===== src/rtl/game_round_ctrl_if.sv =====
// game_round_ctrl_if: score transmit handshake and rival-score receive strobe between controller and UART.
interface game_round_ctrl_if #(parameter int SCORE_W = 8);
  logic               tx_valid;
  logic               tx_ready;
  logic [SCORE_W-1:0] my_score;
  logic               rival_valid;
  logic [SCORE_W-1:0] rival_score;
  modport master (output tx_valid, my_score, input tx_ready, rival_valid, rival_score);
  modport slave  (input tx_valid, my_score, output tx_ready, rival_valid, rival_score);
endinterface


===== src/rtl/game_round_ctrl.sv =====
// game_round_ctrl: multi-round game-flow controller; optional GAME_TIMER_EN ends GAME after GAME_CYCLES cycles.
module game_round_ctrl #(
  parameter int SCORE_W     = 8,
  parameter int ROUNDS      = 3,
  parameter int GAME_CYCLES = 1000000
) (
  input  logic                      clk,
  input  logic                      rst,
  input  logic                      start_btn,
  input  logic                      hit_btn,
  input  logic                      stop_btn,
  input  logic                      ack_btn,
  input  logic                      start_sig,
  game_round_ctrl_if.master         uart,
  output logic [$clog2(ROUNDS):0]   round_idx,
  output logic                      led_win,
  output logic                      led_lose,
  output logic                      led_draw,
  output logic                      match_done,
  output logic                      match_win,
  output logic [2:0]                state_out
);
  localparam int RW = $clog2(ROUNDS) + 1;
  localparam int WW = $clog2(ROUNDS + 1);
  typedef enum logic [2:0] {IDLE, WAIT, GAME, SEND, RECV, RESULT} state_t;
  state_t             state, state_nx;
  logic [SCORE_W-1:0] rival_reg;
  logic               pending;
  logic [WW-1:0]      my_wins, rival_wins;
  logic               stop, last;
`ifdef GAME_TIMER_EN
  localparam int TW = GAME_CYCLES > 1 ? $clog2(GAME_CYCLES) : 1;
  logic [TW-1:0] timer;
  always_ff @(posedge clk or posedge rst)
    if (rst) timer <= '0;
    else     timer <= state == GAME ? timer + 1'b1 : '0;
  assign stop = stop_btn | (timer == TW'(GAME_CYCLES - 1));
`else
  assign stop = stop_btn;
`endif
  assign last      = round_idx == RW'(ROUNDS - 1);
  assign state_out = state;
  always_ff @(posedge clk or posedge rst)
    if (rst) state <= IDLE;
    else     state <= state_nx;
  always_comb begin
    state_nx = IDLE;
    case (state)
      IDLE:    state_nx = start_btn ? WAIT : IDLE;
      WAIT:    state_nx = start_sig ? GAME : WAIT;
      GAME:    state_nx = stop ? SEND : GAME;
      SEND:    state_nx = uart.tx_ready ? RECV : SEND;
      RECV:    state_nx = pending ? RESULT : RECV;
      RESULT:  state_nx = ack_btn ? (last ? IDLE : WAIT) : RESULT;
      default: state_nx = IDLE;
    endcase
  end
  always_ff @(posedge clk or posedge rst)
    if (rst) begin
      uart.tx_valid <= 1'b0;
      uart.my_score <= '0;
      round_idx     <= '0;
      {led_win, led_lose, led_draw} <= '0;
      match_done    <= 1'b0;
      match_win     <= 1'b0;
      rival_reg     <= '0;
      pending       <= 1'b0;
      my_wins       <= '0;
      rival_wins    <= '0;
    end else begin
      match_done    <= 1'b0;
      uart.tx_valid <= state_nx == SEND;
      // a fresh strobe outranks consumption so the newest rival score is never lost
      if (state != IDLE && uart.rival_valid) begin
        rival_reg <= uart.rival_score;
        pending   <= 1'b1;
      end else if (state == RECV) pending <= 1'b0;
      case (state)
        IDLE: if (start_btn) begin
          uart.my_score <= '0;
          round_idx     <= '0;
          my_wins       <= '0;
          rival_wins    <= '0;
          {led_win, led_lose, led_draw} <= '0;
          match_win     <= 1'b0;
        end
        GAME: if (hit_btn && uart.my_score != '1) uart.my_score <= uart.my_score + 1'b1;
        RECV: if (pending) begin
          led_win    <= uart.my_score > rival_reg;
          led_lose   <= uart.my_score < rival_reg;
          led_draw   <= uart.my_score == rival_reg;
          my_wins    <= my_wins + WW'(uart.my_score > rival_reg);
          rival_wins <= rival_wins + WW'(uart.my_score < rival_reg);
        end
        RESULT: if (ack_btn) begin
          if (last) begin
            match_done <= 1'b1;
            match_win  <= my_wins > rival_wins;
          end else begin
            round_idx     <= round_idx + 1'b1;
            uart.my_score <= '0;
            {led_win, led_lose, led_draw} <= '0;
          end
        end
        default: ;
      endcase
    end
endmodule


===== src/flat_wrapper.sv =====
// flat-port wrapper written by rule: the top's interface ports become plain ports
module game_round_ctrl_flat 
#(
  parameter int SCORE_W     = 8,
  parameter int ROUNDS      = 3,
  parameter int GAME_CYCLES = 1000000
)
  (clk, rst, start_btn, hit_btn, stop_btn, ack_btn, start_sig, round_idx, led_win, led_lose, led_draw, match_done, match_win, state_out, uart_tx_valid, uart_my_score, uart_tx_ready, uart_rival_valid, uart_rival_score);
  game_round_ctrl_if #(.SCORE_W(SCORE_W)) uart_i ();
  input  logic clk;
  input  logic rst;
  input  logic start_btn;
  input  logic hit_btn;
  input  logic stop_btn;
  input  logic ack_btn;
  input  logic start_sig;
  output logic [$clog2(ROUNDS):0] round_idx;
  output logic led_win;
  output logic led_lose;
  output logic led_draw;
  output logic match_done;
  output logic match_win;
  output logic [2:0] state_out;
  output wire logic [$bits(uart_i.tx_valid)-1:0] uart_tx_valid;
  output wire logic [$bits(uart_i.my_score)-1:0] uart_my_score;
  input wire logic [$bits(uart_i.tx_ready)-1:0] uart_tx_ready;
  input wire logic [$bits(uart_i.rival_valid)-1:0] uart_rival_valid;
  input wire logic [$bits(uart_i.rival_score)-1:0] uart_rival_score;
  assign uart_tx_valid = uart_i.tx_valid;
  assign uart_my_score = uart_i.my_score;
  assign uart_i.tx_ready = uart_tx_ready;
  assign uart_i.rival_valid = uart_rival_valid;
  assign uart_i.rival_score = uart_rival_score;
  game_round_ctrl #(.SCORE_W(SCORE_W), .ROUNDS(ROUNDS), .GAME_CYCLES(GAME_CYCLES)) u_core (.clk(clk), .rst(rst), .start_btn(start_btn), .hit_btn(hit_btn), .stop_btn(stop_btn), .ack_btn(ack_btn), .start_sig(start_sig), .uart(uart_i), .round_idx(round_idx), .led_win(led_win), .led_lose(led_lose), .led_draw(led_draw), .match_done(match_done), .match_win(match_win), .state_out(state_out));
endmodule

===== config.mk =====
export PLATFORM = sky130hd
export DESIGN_NAME = game_round_ctrl_flat
export DESIGN_NICKNAME = d
export VERILOG_FILES = /design/src/rtl/game_round_ctrl_if.sv /design/src/rtl/game_round_ctrl.sv /design/src/flat_wrapper.sv
export SDC_FILE = /design/constraint.sdc
export NUM_CORES = 1
export LEC_CHECK = 0
export ABC_AREA = 1
export CAP_MARGIN = 5
export CORE_ASPECT_RATIO = 2
export CORE_MARGIN = 10
export CORE_UTILIZATION = 37
export CTS_CLUSTER_SIZE = 20
export DETAILED_ROUTE_END_ITERATION = 10
export PLACE_DENSITY = 0.67
export SLEW_MARGIN = 20
export SYNTH_ARGS = -nofsm -noshare
export SYNTH_HDL_FRONTEND = slang
export SYNTH_SLANG_ARGS = --single-unit

===== constraint.sdc =====
create_clock -name clk -period 5.99 [get_ports clk]
set_clock_uncertainty 0.2 [all_clocks]
set_input_delay 1.198 -clock clk [delete_from_list [all_inputs] [get_ports clk]]
set_output_delay 1.198 -clock clk [all_outputs]
set_load 0.01 [all_outputs]

==> impl_metrics.ini, run 1 <==
[synth]
synth_top_family_by_area = simple AND/OR/NAND/NOR gates
synth-adder-area-share_pct = 9.55
avgSynthCellArea_sq_um = 7.64
synth_top_area_share_pct = 42.0
synthXorXnorAreaFrac_pct = 1.34
seq_area_frac_synth_pct = 42.0
muxShareOfSynthArea_pct = 0.573
synthTopCellsByArea = dfrtp_1 42%, nand2_1 13%, ha_1 9.6%, inv_1 6.7%, nor2_1 5.5%
synth.distinct_cells = 23
syn-num-nets = 289
yosys_warnings = 0
ys_ff_latch = 33
synthCells = 257
post_synth_instance_area_sq_um = 1960
yosys.area_share.simple_pct = 31.6
synth-compound-area-share_pct = 7.39
synth_top_area_cell = dfrtp_1

[drt]
first_pass_iters = 4
viasPerCell = 5.01
wl_met1_microns = 1780
antenna_left = 0
drt-total-wl_microns = 4810
dr.first_iter.drc_count = 107
met3_wirelength_microns = 200
highest_layer = met4
num_vias = 1792
wl_per_cell_microns = 13.4
wl_met2_microns = 2700
drc = 0

[worst_setup_path]
required_ns = 4.59
critical_path_peak_fanout = 9
r2r_slack_ns = 3.85
path_delay_family = buffers and inverters
rr_worst_depth = 13
start_kind = flop
worst-path-buf-inv = 1
cpMaxStageDelayCell = clkdlybuf4s50_1
worstSetupPathType = reg -> out
rr_endpoint = u_core.my_wins[1]$_DFFE_PP0P_
end_kind = output port
r2r-start = u_core.uart.my_score[2]$_DFFE_PP0P_
cpPeakStageDelay_ns = 0.61
crit_chain = clkdlybuf4s50_1
arrival_ns = 1.45

[clock_tree]
cts_buffers = 5
cts.sinks = 33
ctsResizeCount = 0
cts_root_buf = clkbuf_8
hold_buffers = 0
clk_pin_slew_ns = 0.07
cts_tree = built
htree_levels = 2
clk-insertion-delay-late_ns = 0.28
post_cts_buffers = 0
cts_buffer_depth = 2

[global_routing]
overflow = 0
antenna_found_initial = 0
gr-usage-all-layers_pct = 11.5
grt_pass1_wl_microns = 8260
grt_max_degree = 34
first_global_vias = 1805

[cells_and_area]
antennaDiodeCount = 0
fin_nets = 332
final_area_sq_um = 2490
mostFrequentLayoutCells = 70 x nand2_1, 36 x clkdlybuf4s50_1, 35 x inv_1, 33 x dfrtp_1, 29 x nor2_1
syn_to_final_growth_pct = 26.6
drive_gt1_share_pct = 8.00
layout_commonest_cell = nand2_1

[floorplan]
io-pin-count = 37
core.rowCount = 37
dieArea_sq_um = 8800
die_h_microns = 123
initial_core_util_pct = 38.2
core_area_sq_um = 5140
die-width_microns = 71.5

[place]
gp_congestion = 0.831
place_area_sq_um = 2400
place_hpwl_microns = 3780
numPortBuffers = 36

[timing]
tightest_slew_ns = 0.441
max_freq_mhz = 351
min_period_ns = 2.85
period_share_pct = 47.5
timing.hold.ws_ns = 0.283
final_hold_viol_count = 0
rsz0062_at_grt = false
setup-tns-final_ns = 0
slew_violations = 0
maxSlewHeadroom_pct = 70.6
setup-violations-final = 0

[outcome]
status = finished clean

[power_and_ir_drop]
total_power_uw = 885
p_per_area_nw_per_um2 = 356
p_leak_nw = 1.26
peakVddDrop_v = 0.000266

[min_path]
whs_path_depth = 2
hp-class = reg -> reg
hp-start = u_core.led_lose$_DFFE_PP0P_
hold_path_end = u_core.led_lose$_DFFE_PP0P_

[run]
cap_violations = 0
area by class of cell:
cell class / instances / area, sq um
fillers: 504 / 2650
multi-input cells: 185 / 991
flip-flops and latches: 33 / 826
repair buffers: 37 / 368
inverters: 38 / 143
clock buffers: 7 / 86.3
well taps: 58 / 72.6
where the power goes:
part	switching, mW	internal, mW	leakage, nW
Clock	0.0783	0.0911	0.0443
Combinational	0.248	0.146	0.790
Sequential	0.0457	0.277	0.427
Total	0.372	0.514	1.26
synth_stat cells, drive strengths merged:
| cell | n |
|---|---|
| nand2 | 75 |
| inv | 38 |
| nor2 | 34 |
| dfrtp | 33 |
| nand3 | 23 |
| a21oi | 15 |
| ha | 15 |
| o21ai | 11 |
| nand4 | 4 |
| xor2 | 3 |
| buf | 1 |
| mux2 | 1 |
| nand3b | 1 |
| nor3b | 1 |
| o21a | 1 |
| or2 | 1 |
routing by layer:
metal  vias up  track usage (%)
met5         -                0
met1       849             11.4
met4         0             6.45
li1        899                -
met2        34             21.5
met3        10             2.33
through the flow:
| stage | cells | utilization (%) | setup WS [ns] |
|---|---|---|---|
| after global placement | 351 | 46.7 | 3.29 |
| final | 358 | 48.4 | 3.14 |
| after floorplan | 257 | - | 3.86 |
| after detailed placement | 351 | 46.7 | 3.26 |
| after CTS | 358 | 48.4 | 3.13 |
| after global routing | 358 | 48.4 | 3.07 |
cells by family (layout without fill, tap and decap cells):
logic type	after synthesis	in the layout
DFF	33	33
AOI/OAI and AO/OA	27	27
muxes	1	1
buffers and inverters	39	82
and+or+nand+nor	139	139
adders and majority gates	15	15
xor gates and xnor gates	3	3
how the worst max path moves through the flow:
stage	startpoint	endpoint	slack (ns)	cells after the start
6_report	u_core.uart.my_score[2]$_DFFE_PP0P_	uart_my_score[2]	3.14	1
2_1_floorplan	start_btn	u_core.uart.my_score[7]$_DFFE_PP0P_	3.86	7
3_5_place_dp	start_btn	u_core.uart.my_score[6]$_DFFE_PP0P_	3.26	8
5_1_grt	u_core.uart.my_score[2]$_DFFE_PP0P_	uart_my_score[2]	3.07	1
4_1_cts	u_core.uart.my_score[2]$_DFFE_PP0P_	uart_my_score[2]	3.13	1
3_3_place_gp	start_btn	u_core.uart.my_score[7]$_DFFE_PP0P_	3.29	8
(Power assumes the default switching activity.)
==> inputs of run 2 (changes only) <==
--- a/config.mk
+++ b/config.mk
@@ -12,7 +12,7 @@
 export CORE_UTILIZATION = 37
 export CTS_CLUSTER_SIZE = 20
 export DETAILED_ROUTE_END_ITERATION = 10
-export PLACE_DENSITY = 0.67
+export PLACE_DENSITY = 0.69
 export SLEW_MARGIN = 20
 export SYNTH_ARGS = -nofsm -noshare
 export SYNTH_HDL_FRONTEND = slang
==> constraint.sdc (replaced) <==
create_clock -name clk -period 2.61 [get_ports clk]
set_clock_uncertainty 0.2 [all_clocks]
set_input_delay 0.522 -clock clk [delete_from_list [all_inputs] [get_ports clk]]
set_output_delay 0.522 -clock clk [all_outputs]
set_load 0.01 [all_outputs]
==> run 2 against run 1 <==
Register-to-register slack lost 3.3 ns. Critical path depth is the same. Sequential share of layout area shrank 0.30 points. Cell count grew 1.1%. First-iteration DRC count shrank 14%. Utilization grew 0.44 points. Clock-buffer cell count shrank 2. Die area is the same. Critical path type unchanged. Critical endpoint is now state_out[1]. Largest power group unchanged.
==> impl_metrics.ini, run 2 (same netlist as run 1, synthesis figures left out) <==
[floorplan]
io-pin-count = 37
initial_core_util_pct = 38.2
die-width_microns = 71.5
core.rowCount = 37
core_area_sq_um = 5140
dieArea_sq_um = 8800
die_h_microns = 123

[cells_and_area]
fin_nets = 335
mostFrequentLayoutCells = 70 x nand2_1, 36 x clkdlybuf4s50_1, 35 x inv_1, 33 x dfrtp_1, 29 x nor2_1
final_area_sq_um = 2510
multi_input_area_sq_um = 991
post-route-util_pct = 48.8
layout_commonest_cell = nand2_1
syn_to_final_growth_pct = 27.7
final_cells = 362
seq_area_sq_um = 826
antennaDiodeCount = 0
fill_cells = 524
drive_gt1_share_pct = 9.54

[timing]
max_freq_mhz = 462
tightest_slew_ns = 0.439
min_period_ns = 2.16
setup-tns-final_ns = 0
rsz0062_at_grt = false
final_hold_viol_count = 0
period_share_pct = 82.9
maxSlewHeadroom_pct = 70.7
setup-violations-final = 0
slew_violations = 0

[place]
numPortBuffers = 36
place_hpwl_microns = 3980
dp.cells = 354
gp_congestion = 0.869
place_area_sq_um = 2420

[global_routing]
overflow = 0
gr-usage-all-layers_pct = 11.9
first_global_vias = 1874
grt_pass1_wl_microns = 8640
antenna_found_initial = 0
grt_max_degree = 34

[power_and_ir_drop]
p_per_area_nw_per_um2 = 820
p_leak_nw = 1.28
peakVddDrop_v = 0.000653

[clock_tree]
clk-insertion-delay-late_ns = 0.29
cts_tree = built
post_cts_buffers = 0
ctsResizeCount = 0
cts_buffers = 5
cts_root_buf = clkbuf_8
htree_levels = 2
cts.sinks = 33
clk_pin_slew_ns = 0.08
cts_buffer_depth = 2
hold_buffers = 0

[worst_setup_path]
end_kind = output port
path_delay_family = buffers and inverters
cpPeakStageDelay_ns = 0.61
crit_chain = clkdlybuf4s50_1
cpMaxStageDelayCell = clkdlybuf4s50_1
critical_path_peak_fanout = 7
worst-path-buf-inv = 1
start_kind = flop
worstSetupPathType = reg -> out
required_ns = 1.89
arrival_ns = 1.44

[outcome]
status = finished clean

[min_path]
hp-class = reg -> reg

[drt]
dr.first_iter.drc_count = 92
num_vias = 1789
drt-total-wl_microns = 5050
first_pass_iters = 4
antenna_left = 0
wl_per_cell_microns = 13.9
viasPerCell = 4.94
drc = 0

[run]
cap_violations = 0
run 2: worst paths after layout:
kind | cells after the start | from | end | slack, ns
max | 1 | u_core.state_out[1]$_DFF_PP0_ | state_out[1] | 0.45
min | 2 | u_core.led_draw$_DFFE_PP0P_ | u_core.led_draw$_DFFE_PP0P_ | 0.29
max reg2reg | 12 | u_core.uart.my_score[1]$_DFFE_PP0P_ | u_core.my_wins[0]$_DFFE_PP0P_ | 0.55
min reg2reg | 2 | u_core.led_draw$_DFFE_PP0P_ | u_core.led_draw$_DFFE_PP0P_ | 0.29
max in group asynchronous | 3 | rst | u_core.led_lose$_DFFE_PP0P_ | 1.47
min in group asynchronous | 3 | rst | u_core.my_wins[1]$_DFFE_PP0P_ | 0.43
run 2: area by class of cell:
class                   instances  share of cell area [%]
multi-input cells             185                    39.5
flip-flops and latches         33                    32.9
repair buffers                 40                    15.6
inverters                      38                    5.69
well taps                      58                    2.89
clock buffers                   5                    2.74
clock inverters                 3                   0.698
run 2: metrics by stage:
stage	setup slack, ns	power (mW)	hold WS, ns
6_report	0.447	2.06	0.293
5_1_grt	0.394	2.24	0.324
4_1_cts	0.433	2.08	0.303
3_5_place_dp	0.521	1.69	0.285
3_3_place_gp	0.524	1.67	0.267
2_1_floorplan	0.679	1.35	0.268
run 2: metal layers:
metal / vias up / track usage [%] / routed length (microns)
met5: - / 0 / 0
li1: 909 / - / -
met2: 34 / 22.3 / 2710
met3: 16 / 2.89 / 215
met1: 830 / 11.4 / 1930
met4: 0 / 6.81 / 189
run 2: power breakdown:
| group | internal, mW | leakage [nW] | switching, mW |
|---|---|---|---|
| logic | 0.347 | 0.806 | 0.602 |
| registers | 0.634 | 0.427 | 0.0908 |
| clock network | 0.184 | 0.0439 | 0.198 |
==> inputs of run 3 (changes only) <==
==> constraint.sdc (replaced) <==
create_clock -name clk -period 1.74 [get_ports clk]
set_clock_uncertainty 0.2 [all_clocks]
set_input_delay 0.348 -clock clk [delete_from_list [all_inputs] [get_ports clk]]
set_output_delay 0.348 -clock clk [all_outputs]
set_load 0.01 [all_outputs]
==> run 3 against run 2 <==
The run now ends with negative setup slack left. Utilization rose by 9.6 points. Register-to-register slack got worse by 0.70 ns. Non-clock buffer count rose by 34. Wire length rose by 9.1%. Cell count rose by 9.4%. Highest routed layer unchanged. Sequential share of layout area fell by 5.1 points. Clock power rose by 57%.
==> impl_metrics.ini, run 3 (same netlist as run 1, synthesis figures left out) <==
[outcome]
status = finished, violations left
violations = negative setup slack

[clock_tree]
cts_root_buf = clkbuf_8
cts_buffer_depth = 2
cts.sinks = 33
clk_pin_slew_ns = 0.07
clk-insertion-delay-late_ns = 0.29
cts_tree = built
cts_buffers = 5
htree_levels = 2

[power_and_ir_drop]
switching_share_pct = 41.7
netSwitchingPower_mw = 1.51
peakVddDrop_v = 0.000895
p_leak_nw = 1.53
total_power_mw = 3.61
power.share.sequential_pct = 30.4
clockPowerShare_pct = 16.6
p_int_mw = 2.11
comb_power_share_pct = 53.0
p_per_area_nw_per_um2 = 1200

[drt]
viasPerCell = 4.91
wl_per_cell_microns = 13.9
antenna_left = 0
dr.first_iter.drc_count = 59
num_vias = 1943
drc = 0
first_pass_iters = 5
drt-total-wl_microns = 5500

[worst_setup_path]
cpMaxStageDelayCell = dfrtp_1
crit_chain = ha_4, nand2_4, nor2_4, nand4_1, inv_2, nor2_4, ha_4, nand2_1, xor2_1, nor2_1
end_kind = flop
r2r-start = u_core.uart.my_score[7]$_DFFE_PP0P_
r2r_slack_ns = -0.15
rr_worst_depth = 10
worstSetupPathType = reg -> reg
start_kind = flop
arrival_ns = 1.87
rr_endpoint = u_core.my_wins[1]$_DFFE_PP0P_
critical_path_peak_fanout = 2
cpPeakStageDelay_ns = 0.42
required_ns = 1.72

[floorplan]
io-pin-count = 37
die-width_microns = 71.5
core.rowCount = 37
core_area_sq_um = 5140
die_h_microns = 123
dieArea_sq_um = 8800
initial_core_util_pct = 38.2

[timing]
tightest_slew_ns = 0.330
final_hold_viol_count = 0
maxSlewHeadroom_pct = 78.0
min_period_ns = 1.89
fin_ws_ns = -0.147
setup-violations-final = 5
slew_violations = 0
max_freq_mhz = 530
rsz0062_at_grt = true
period_share_pct = 108
setup-tns-final_ns = -0.516
timing.hold.ws_ns = 0.205

[place]
gp_congestion = 0.845
place_hpwl_microns = 4150
numPortBuffers = 36

[global_routing]
grt_pass1_wl_microns = 9070
grt_max_degree = 34
gr-usage-all-layers_pct = 12.7
overflow = 0
antenna_found_initial = 0
first_global_vias = 2003

[min_path]
hp-class = in -> async

[cells_and_area]
layout_commonest_cell = nand2_1
syn_to_final_growth_pct = 52.8
mostFrequentLayoutCells = 55 x nand2_1, 34 x buf_4, 26 x inv_1, 26 x nor2_1, 25 x dfrtp_1
drive_gt1_share_pct = 32.8
antennaDiodeCount = 0
fin_nets = 369

[run]
cap_violations = 0
## run 3: cell count changes in the layout (fill, tap and decap cells not counted), sizes merged, moves of 2 or more
cell,previous run,this run
clkinv,2,0
dlygate4sd2,0,14
buf,4,39
clkdlybuf4s15,0,2
clkdlybuf4s50,36,18
clkbuf,5,8
## run 3: cell type report
type                            instances  area, sq um
Fill cell                             454         2140
Tap cell                               58         72.6
Sequential cell                        33          836
Timing Repair Buffer                   74          649
Inverter                               38          145
Clock buffer                            8         90.1
Multi-Input combinational cell        185         1210
## run 3: stage by stage
| step | std cells | setup slack (ns) | utilization (%) | instance area, sq um |
|---|---|---|---|---|
| finish | 396 | -0.147 | 58.4 | 3000 |
| CTS | 393 | -0.167 | 55.4 | 2850 |
| detailed placement | 381 | -0.219 | 52.4 | 2700 |
| global route | 396 | -0.254 | 58.4 | 3000 |
| floorplan | 257 | -0.124 | - | 2020 |
| global placement | 381 | -0.197 | 52.4 | 2700 |
## run 3: timing repair
action	4_1_cts	5_1_grt
buffers inserted	4	5
hold buffers	0	0
pin swaps	11	18
endpoints found under the setup margin	29	20
gates resized for setup	38	41
## run 3: worst max-delay path, delay by kind of cell (launching register included)
kind	cells	cell delay, ns
DFF	1	0.42
adders and majority gates	2	0.44
buffers and inverters	1	0.11
and+or+nand+nor	6	0.46
xor gates and xnor gates	1	0.14
## run 3: power by group through the flow
stage	registers [mW]	clock network, mW	logic, mW
2_1_floorplan	1.13	0	0.943
4_1_cts	1.09	0.613	1.78
3_5_place_dp	1.09	0	1.72
3_3_place_gp	1.09	0	1.68
5_1_grt	1.12	0.641	2.16
6_report	1.10	0.599	1.92
## run 3: per-layer routing
| layer | global-route usage, % | part of all wire (%) | vias to the layer above |
|---|---|---|---|
| met5 | 0 | 0 | - |
| li1 | - | - | 977 |
| met3 | 2.89 | 4.3 | 13 |
| met4 | 7.54 | 3.0 | 0 |
| met1 | 12.1 | 36 | 912 |
| met2 | 23.7 | 57 | 41 |
## run 3: worst max-delay path by stage
stage | slack (ns) | end | depth (start not counted) | from
after CTS | -0.17 | u_core.my_wins[0]$_DFFE_PP0P_ | 10 | u_core.uart.my_score[7]$_DFFE_PP0P_
after detailed placement | -0.22 | u_core.rival_wins[1]$_DFFE_PP0P_ | 12 | u_core.uart.my_score[3]$_DFFE_PP0P_
after floorplan | -0.12 | u_core.rival_wins[1]$_DFFE_PP0P_ | 12 | u_core.uart.my_score[2]$_DFFE_PP0P_
after global placement | -0.20 | u_core.my_wins[0]$_DFFE_PP0P_ | 9 | u_core.uart.my_score[7]$_DFFE_PP0P_
final | -0.15 | u_core.my_wins[1]$_DFFE_PP0P_ | 10 | u_core.uart.my_score[7]$_DFFE_PP0P_
after global routing | -0.25 | u_core.rival_wins[1]$_DFFE_PP0P_ | 12 | u_core.uart.my_score[3]$_DFFE_PP0P_
